## config.mk

```make
export PLATFORM = sky130hd
export DESIGN_NAME = unit_fault_mgr
export DESIGN_NICKNAME = d
export VERILOG_FILES = /design/src/rtl/unit_fault_pkg.sv /design/src/rtl/fault_deb_ch.sv /design/src/rtl/unit_fault_mgr.sv
export SDC_FILE = /design/constraint.sdc
export NUM_CORES = 1
export LEC_CHECK = 0
export ABC_AREA = 1
export BUFFER_PORTS_ARGS = -buffer_cell sky130_fd_sc_hd__buf_2
export CORE_MARGIN = 2
export CORE_UTILIZATION = 57
export DETAILED_ROUTE_END_ITERATION = 16
export GPL_TIMING_DRIVEN = 0
export HOLD_SLACK_MARGIN = 0.06
export PLACE_DENSITY = 0.74
export RECOVER_POWER = 100
export SLEW_MARGIN = 5
export SYNTH_ARGS = -nofsm -noshare
export SYNTH_HDL_FRONTEND = slang
export SYNTH_HIERARCHICAL = 1
export SYNTH_SLANG_ARGS = --single-unit
```

## constraint.sdc

```tcl
create_clock -name clk -period 2.9 [get_ports clk]
set_clock_uncertainty 0.2 [all_clocks]
set_input_delay 0.58 -clock clk [delete_from_list [all_inputs] [get_ports clk]]
set_output_delay 0.58 -clock clk [all_outputs]
set_load 0.005 [all_outputs]
```

## src/rtl/unit_fault_pkg.sv

```systemverilog
// Shared types and constants for the unit fault manager: the first-fault
// FSM state encoding and the trip counter width.
package unit_fault_pkg;

    localparam int TRIP_W = 8;

    typedef enum logic {
        ST_IDLE     = 1'b0,
        ST_CAPTURED = 1'b1
    } ff_state_e;

endpackage

```

## src/rtl/fault_deb_ch.sv

```systemverilog
// One fault channel: symmetric debounce of the raw fault against the 1 us
// strobe, then either a latched or a self-clearing status bit.
module fault_deb_ch #(
    parameter int DEB_W   = 14,
    parameter bit LATCHED = 1'b1
) (
    input  logic             clk,
    input  logic             rst_n,
    input  logic             i_strobe,
    input  logic             i_raw,
    input  logic             i_en,
    input  logic             i_clr,
    input  logic [DEB_W-1:0] i_delay,
    output logic             o_err
);

    logic [DEB_W-1:0] r_cnt;
    logic             r_flag;
    logic             r_err;
    logic [DEB_W-1:0] w_limit;
    logic [DEB_W:0]   w_cnt_inc;
    logic             w_active;
    logic             w_err_nxt;

    // A zero length still needs one strobe to trip.
    assign w_limit   = (i_delay == '0) ? DEB_W'(1) : i_delay;
    assign w_cnt_inc = {1'b0, r_cnt} + 1'b1;
    // The counter only runs while the raw input disagrees with the flag.
    assign w_active  = i_raw ^ r_flag;

    // NOTE: sequential state uses non-blocking assignments so every register
    // samples pre-edge values regardless of statement order.
    always_ff @(posedge clk or negedge rst_n) begin
        if (!rst_n) begin
            r_cnt  <= '0;
            r_flag <= 1'b0;
        end else if (!i_en) begin
            r_cnt  <= '0;
            r_flag <= 1'b0;
        end else if (!w_active) begin
            r_cnt  <= '0;
        end else if (i_strobe) begin
            if (w_cnt_inc >= {1'b0, w_limit}) begin
                r_flag <= ~r_flag;
                r_cnt  <= '0;
            end else begin
                r_cnt  <= w_cnt_inc[DEB_W-1:0];
            end
        end
    end

    // NOTE: every always_comb output gets a default first so no latch is inferred.
    always_comb begin
        w_err_nxt = r_err;
        if (!i_en) begin
            w_err_nxt = 1'b0;
        end else if (!LATCHED) begin
            w_err_nxt = r_flag;
        end else if (r_flag) begin
            w_err_nxt = 1'b1;
        end else if (i_clr) begin
            w_err_nxt = 1'b0;
        end
    end

    always_ff @(posedge clk or negedge rst_n) begin
        if (!rst_n) r_err <= 1'b0;
        else        r_err <= w_err_nxt;
    end

    assign o_err = r_err;

endmodule

```

## src/rtl/unit_fault_mgr.sv

```systemverilog
// Unit fault manager: N_CH debounced fault channels, a first-fault recorder,
// and a saturating trip counter on the unit-level error.
module unit_fault_mgr
    import unit_fault_pkg::*;
#(
    parameter int              N_CH       = 12,
    parameter int              DEB_W      = 14,
    parameter logic [N_CH-1:0] LATCH_MASK = '1,
    localparam int             IDX_W      = (N_CH > 1) ? $clog2(N_CH) : 1
) (
    input  logic              clk,
    input  logic              rst_n,
    input  logic              time_1us,
    input  logic              reset_unit,
    input  logic [N_CH-1:0]   fault_raw,
    input  logic [N_CH-1:0]   ch_mask,
    input  logic [DEB_W-1:0]  delay_tims,
    output logic [N_CH-1:0]   err_info,
    output logic              err_unit,
    output logic              first_valid,
    output logic [IDX_W-1:0]  first_idx,
    output logic [TRIP_W-1:0] trip_cnt
);

    logic              r_rst_unit_d;
    logic              r_clr_pend;
    logic [N_CH-1:0]   r_err_prev;
    logic              r_err_unit;
    logic [IDX_W-1:0]  r_first_idx;
    logic [TRIP_W-1:0] r_trip_cnt;
    ff_state_e         r_state;
    ff_state_e         w_state_nxt;
    logic              w_capture;
    logic              w_clr;
    logic              w_err_any;
    logic [N_CH-1:0]   w_rise;

    function automatic logic [IDX_W-1:0] lowest_idx(input logic [N_CH-1:0] v);
        lowest_idx = '0;
        for (int i = N_CH - 1; i >= 0; i--) begin
            if (v[i]) lowest_idx = IDX_W'(i);
        end
    endfunction

    assign w_clr     = reset_unit & ~r_rst_unit_d;
    assign w_err_any = |err_info;
    assign w_rise    = err_info & ~r_err_prev;

    for (genvar g = 0; g < N_CH; g++) begin : g_ch
        fault_deb_ch #(
            .DEB_W   (DEB_W),
            .LATCHED (LATCH_MASK[g])
        ) u_ch (
            .clk      (clk),
            .rst_n    (rst_n),
            .i_strobe (time_1us),
            .i_raw    (fault_raw[g]),
            .i_en     (ch_mask[g]),
            .i_clr    (w_clr),
            .i_delay  (delay_tims),
            .o_err    (err_info[g])
        );
    end

    // Leaving CAPTURED is judged one clk after the clear, once the channels
    // have applied it to err_info.
    always_comb begin
        w_state_nxt = r_state;
        w_capture   = 1'b0;
        case (r_state)
            ST_IDLE: begin
                if (|w_rise) begin
                    w_state_nxt = ST_CAPTURED;
                    w_capture   = 1'b1;
                end
            end
            ST_CAPTURED: begin
                if (r_clr_pend && !w_err_any) w_state_nxt = ST_IDLE;
            end
            default: w_state_nxt = ST_IDLE;
        endcase
    end

    always_ff @(posedge clk or negedge rst_n) begin
        if (!rst_n) begin
            r_state      <= ST_IDLE;
            r_rst_unit_d <= 1'b0;
            r_clr_pend   <= 1'b0;
            r_err_prev   <= '0;
            r_err_unit   <= 1'b0;
            r_first_idx  <= '0;
            r_trip_cnt   <= '0;
        end else begin
            r_state      <= w_state_nxt;
            r_rst_unit_d <= reset_unit;
            r_clr_pend   <= w_clr;
            r_err_prev   <= err_info;
            r_err_unit   <= w_err_any;
            if (w_capture) r_first_idx <= lowest_idx(w_rise);
            if (w_err_any && !r_err_unit && (r_trip_cnt != '1)) begin
                r_trip_cnt <= r_trip_cnt + 1'b1;
            end
        end
    end

    assign err_unit    = r_err_unit;
    assign first_valid = (r_state == ST_CAPTURED);
    assign first_idx   = r_first_idx;
    assign trip_cnt    = r_trip_cnt;

endmodule

```

==> flow_summary.yaml <==
global_routing:
  grt_max_degree: 117
  grt.overflow.total: 0
  grt_pass1_wl_mm: 79.7
  antenna_found_initial: 0
  grt_pass1_vias: 16816
  track_usage_pct: 28.8
setup_path:
  timing.rr.start: "g_ch[1].u_ch/r_cnt[0]"
  crit_path_start: "g_ch[1].u_ch/r_cnt[0]"
  worst-r2r-cell-count: 14
  cp_max_fo: 7
  critPathCapture: "g_ch[1].u_ch/r_cnt[8]"
  critPathRequiredTime_ns: 3.19
  cp.arrival_ns: 3.11
  critPathKind: "flop to flop"
  crit_path_max_incr_delay_ns: 0.40
  regToRegEndpoint: "g_ch[1].u_ch/r_cnt[8]"
  end_kind: "flop"
  cp_slowest_cell: "dfrtp_1"
  setup.worst_path.start_class: "flop"
  reg2reg_slack_ns: 0.08
  cp_common_cell: "nand2_1"
  cp_cell_sequence: "nand3_1, nor2_1, nand3_1, nand2_1, nand2_1, ha_1, nand2_1, inv_1, a21oi_1, nand3_2, nor2_8, buf_12, nand4_1, nand2_1"
placed_design:
  place.gp.congestion: 0.925
  dp_hpwl_mm: 34.6
  io_buffers: 67
timing:
  worstMarginPinSlew_ns: 1.44
  hold_viol: 0
  min_period_ns: 2.82
  slew_violations: 0
  finalCritPeriodShare_pct: 97.4
  setup_viol: 0
  maxSlewHeadroom_pct: 4.22
  max_freq_ghz: 0.354
finish:
  final_cell_mix: "nand2_1, inv_1, nor2_1, dfrtp_1, ha_1"
  nets: 3045
  antenna_cells: 0
  utilization_pct: 66.4
  syn_to_final_growth_pct: 15.7
  layout-drive-gt1-share_pct: 14.9
  final_common_cell: "nand2_1"
logic_synthesis:
  synth_area_leaders: "dfrtp_1, nand2_1, ha_1, inv_1, nor2_1"
  synthCells: 2656
  yosys.area.top_type_share_pct: 29.7
  yosys.area.top_type: "dfrtp_1"
  synth.distinct_cells: 33
  syn_avg_cell_area_um2: 6.98
  synth-seq-area-share_pct: 29.7
  ys.warnings.count: 6
  synth_nets: 2879
  synth.cell_area_um2: 18500
  ys_seq_elements: 220
cts:
  cts_tree: "done"
  clk_pin_slew_ns: 0.06
  clockBufferDepth: 3
  cts_inserted_buffers: 27
  cts_root_buf: "clkbuf_16"
  worstSkewPairLatency_ns: 0.56
  cts_num_sinks: 220
  htree_levels: 1
power:
  power_density_nw_per_um2: 408
  power_w: 0.00874
  p_int_w: 0.00592
  p_seq_share_pct: 40.2
  leakage_nw: 11.5
  clkPwrFrac_pct: 39.4
  p_sw_share_pct: 32.2
  vdd_ir_drop_max_mv: 0.483
  combPwrFrac_pct: 20.4
  p_sw_w: 0.00282
drt:
  drc: 0
  drt-total-wl_mm: 50.2
  vias_per_cell: 5.49
  drtIter0Drc: 1283
  wl_per_cell_um: 15.3
  drt-pass1-iter-count: 7
  via_count: 18013
  drtAntennaViolNets: 0
die:
  dieHeight_um: 184
  io_pins: 68
  core_um2: 32300
  initial_core_util_pct: 57.4
  row_count: 66
  die_w_um: 184
  die_area_um2: 34000
hold_path:
  hold_path.class: "input pin to flop"
  min_from: "ch_mask[10]"
flow_run:
  maxCapViolCount: 0
run_status:
  status: "complete, no violations"
-- power groups by stage --
stage	Clock (W)	Sequential [W]	Combinational, W
3_3_place_gp	0	0.00355	0.00160
3_5_place_dp	0	0.00356	0.00167
2_1_floorplan	0	0.00349	0.00110
5_1_grt	0.00366	0.00353	0.00203
6_report	0.00345	0.00351	0.00178
4_1_cts	0.00354	0.00351	0.00169
-- registers in the layout, indices dropped and copies added, names as in the netlist --
| name | flops |
|---|---|
| g_ch.u_ch/r_flag | 12 |
| err_unit | 1 |
| r_err_prev | 12 |
| first_idx | 4 |
| trip_cnt | 8 |
| first_valid | 1 |
| r_rst_unit_d | 1 |
| r_clr_pend | 1 |
| g_ch.u_ch/r_cnt | 168 |
| g_ch.u_ch/o_err | 12 |
-- synth_stat cells --
cell type	n
a31o_2	12
nand2_1	831
nand4_1	157
clkbuf_1	12
xnor2_1	27
nand3_1	86
inv_1	380
nor2_8	12
inv_2	1
nand2_2	25
ha_1	181
nor2_4	12
o22ai_1	24
buf_4	12
inv_4	1
o21ai_1	54
xor2_1	76
nor4_1	12
nor3_1	13
o21ai_0	24
o211ai_1	1
nand2_4	13
nor2_2	13
a21o_1	12
nor4_2	3
dfrtp_1	220
buf_2	12
nor2_1	319
a41oi_2	1
a21oi_1	72
nand3_2	25
nor3_4	12
a31oi_1	1
-- kinds of logic after synthesis --
| group | after synthesis | share of synthesized area (%) |
|---|---|---|
| fa+ha+maj | 181 | 12.2 |
| compound gates | 201 | 6.07 |
| simple gates | 1533 | 38.4 |
| flops | 220 | 29.7 |
| buf+inv | 418 | 8.80 |
| xor+xnor | 103 | 4.87 |
-- stage by stage --
stage	hold WS, ns	instances	setup slack (ns)	setup TNS [ns]	instance area, um2
after floorplan	0.0844	2656	0.415	0	18500
after global placement	0.276	3165	-2.82	-612.63	19400
after detailed placement	0.303	3167	-0.119	-1.93	19500
after CTS	0.0903	3221	0.000349	0	20500
after global routing	0.134	3284	-0.136	-3.13	21400
final	0.115	3284	0.0750	0	21400
-- per-layer routing --
layer	routed length [um]	up-vias	GRT usage [%]	share of wire [%]
met3	3450	142	3.87	6.9
met4	2340	0	12.3	4.7
met5	0	-	0	0
met2	23300	589	48.2	47
li1	-	8885	-	-
met1	21000	8397	37.3	42
-- worst min path at each step --
stage	to	slack, ns	cells after the start
floorplan	err_unit	0.08	0
global placement	r_err_prev[6]	0.28	0
detailed placement	trip_cnt[3]	0.30	1
CTS	g_ch[10].u_ch/o_err	0.09	3
global route	g_ch[6].u_ch/o_err	0.13	3
finish	g_ch[10].u_ch/o_err	0.12	3
-- what timing repair did --
action | CTS | global route
endpoints found under the setup margin | 7 | 180
hold buffers | 2 | 0
gates resized for setup | 7 | 131
pin swaps | 2 | 55
buffers inserted | 3 | 60
endpoints found under the hold margin | 105 | 0
cloned | 0 | 3
-- area by class of cell --
cell class	count	area (um2)
Buffer	36	195
Clock buffer	31	711
Clock inverter	18	199
Fill cell	2740	10800
Inverter	382	1440
Multi-Input combinational cell	2021	11900
Sequential cell	220	5510
Tap cell	442	553
Timing Repair Buffer	134	903
-- critical path, delay by kind of cell, from the launching register on --
family                   cells  cell delay, ns
flip-flops                   1            0.40
adder cells (fa/ha/maj)      1            0.33
buffers and inverters        2            0.17
AND/OR/NAND/NOR             10            1.43
AO/OA/AOI/OAI                1            0.22
Power figures use the tool's default switching activity.
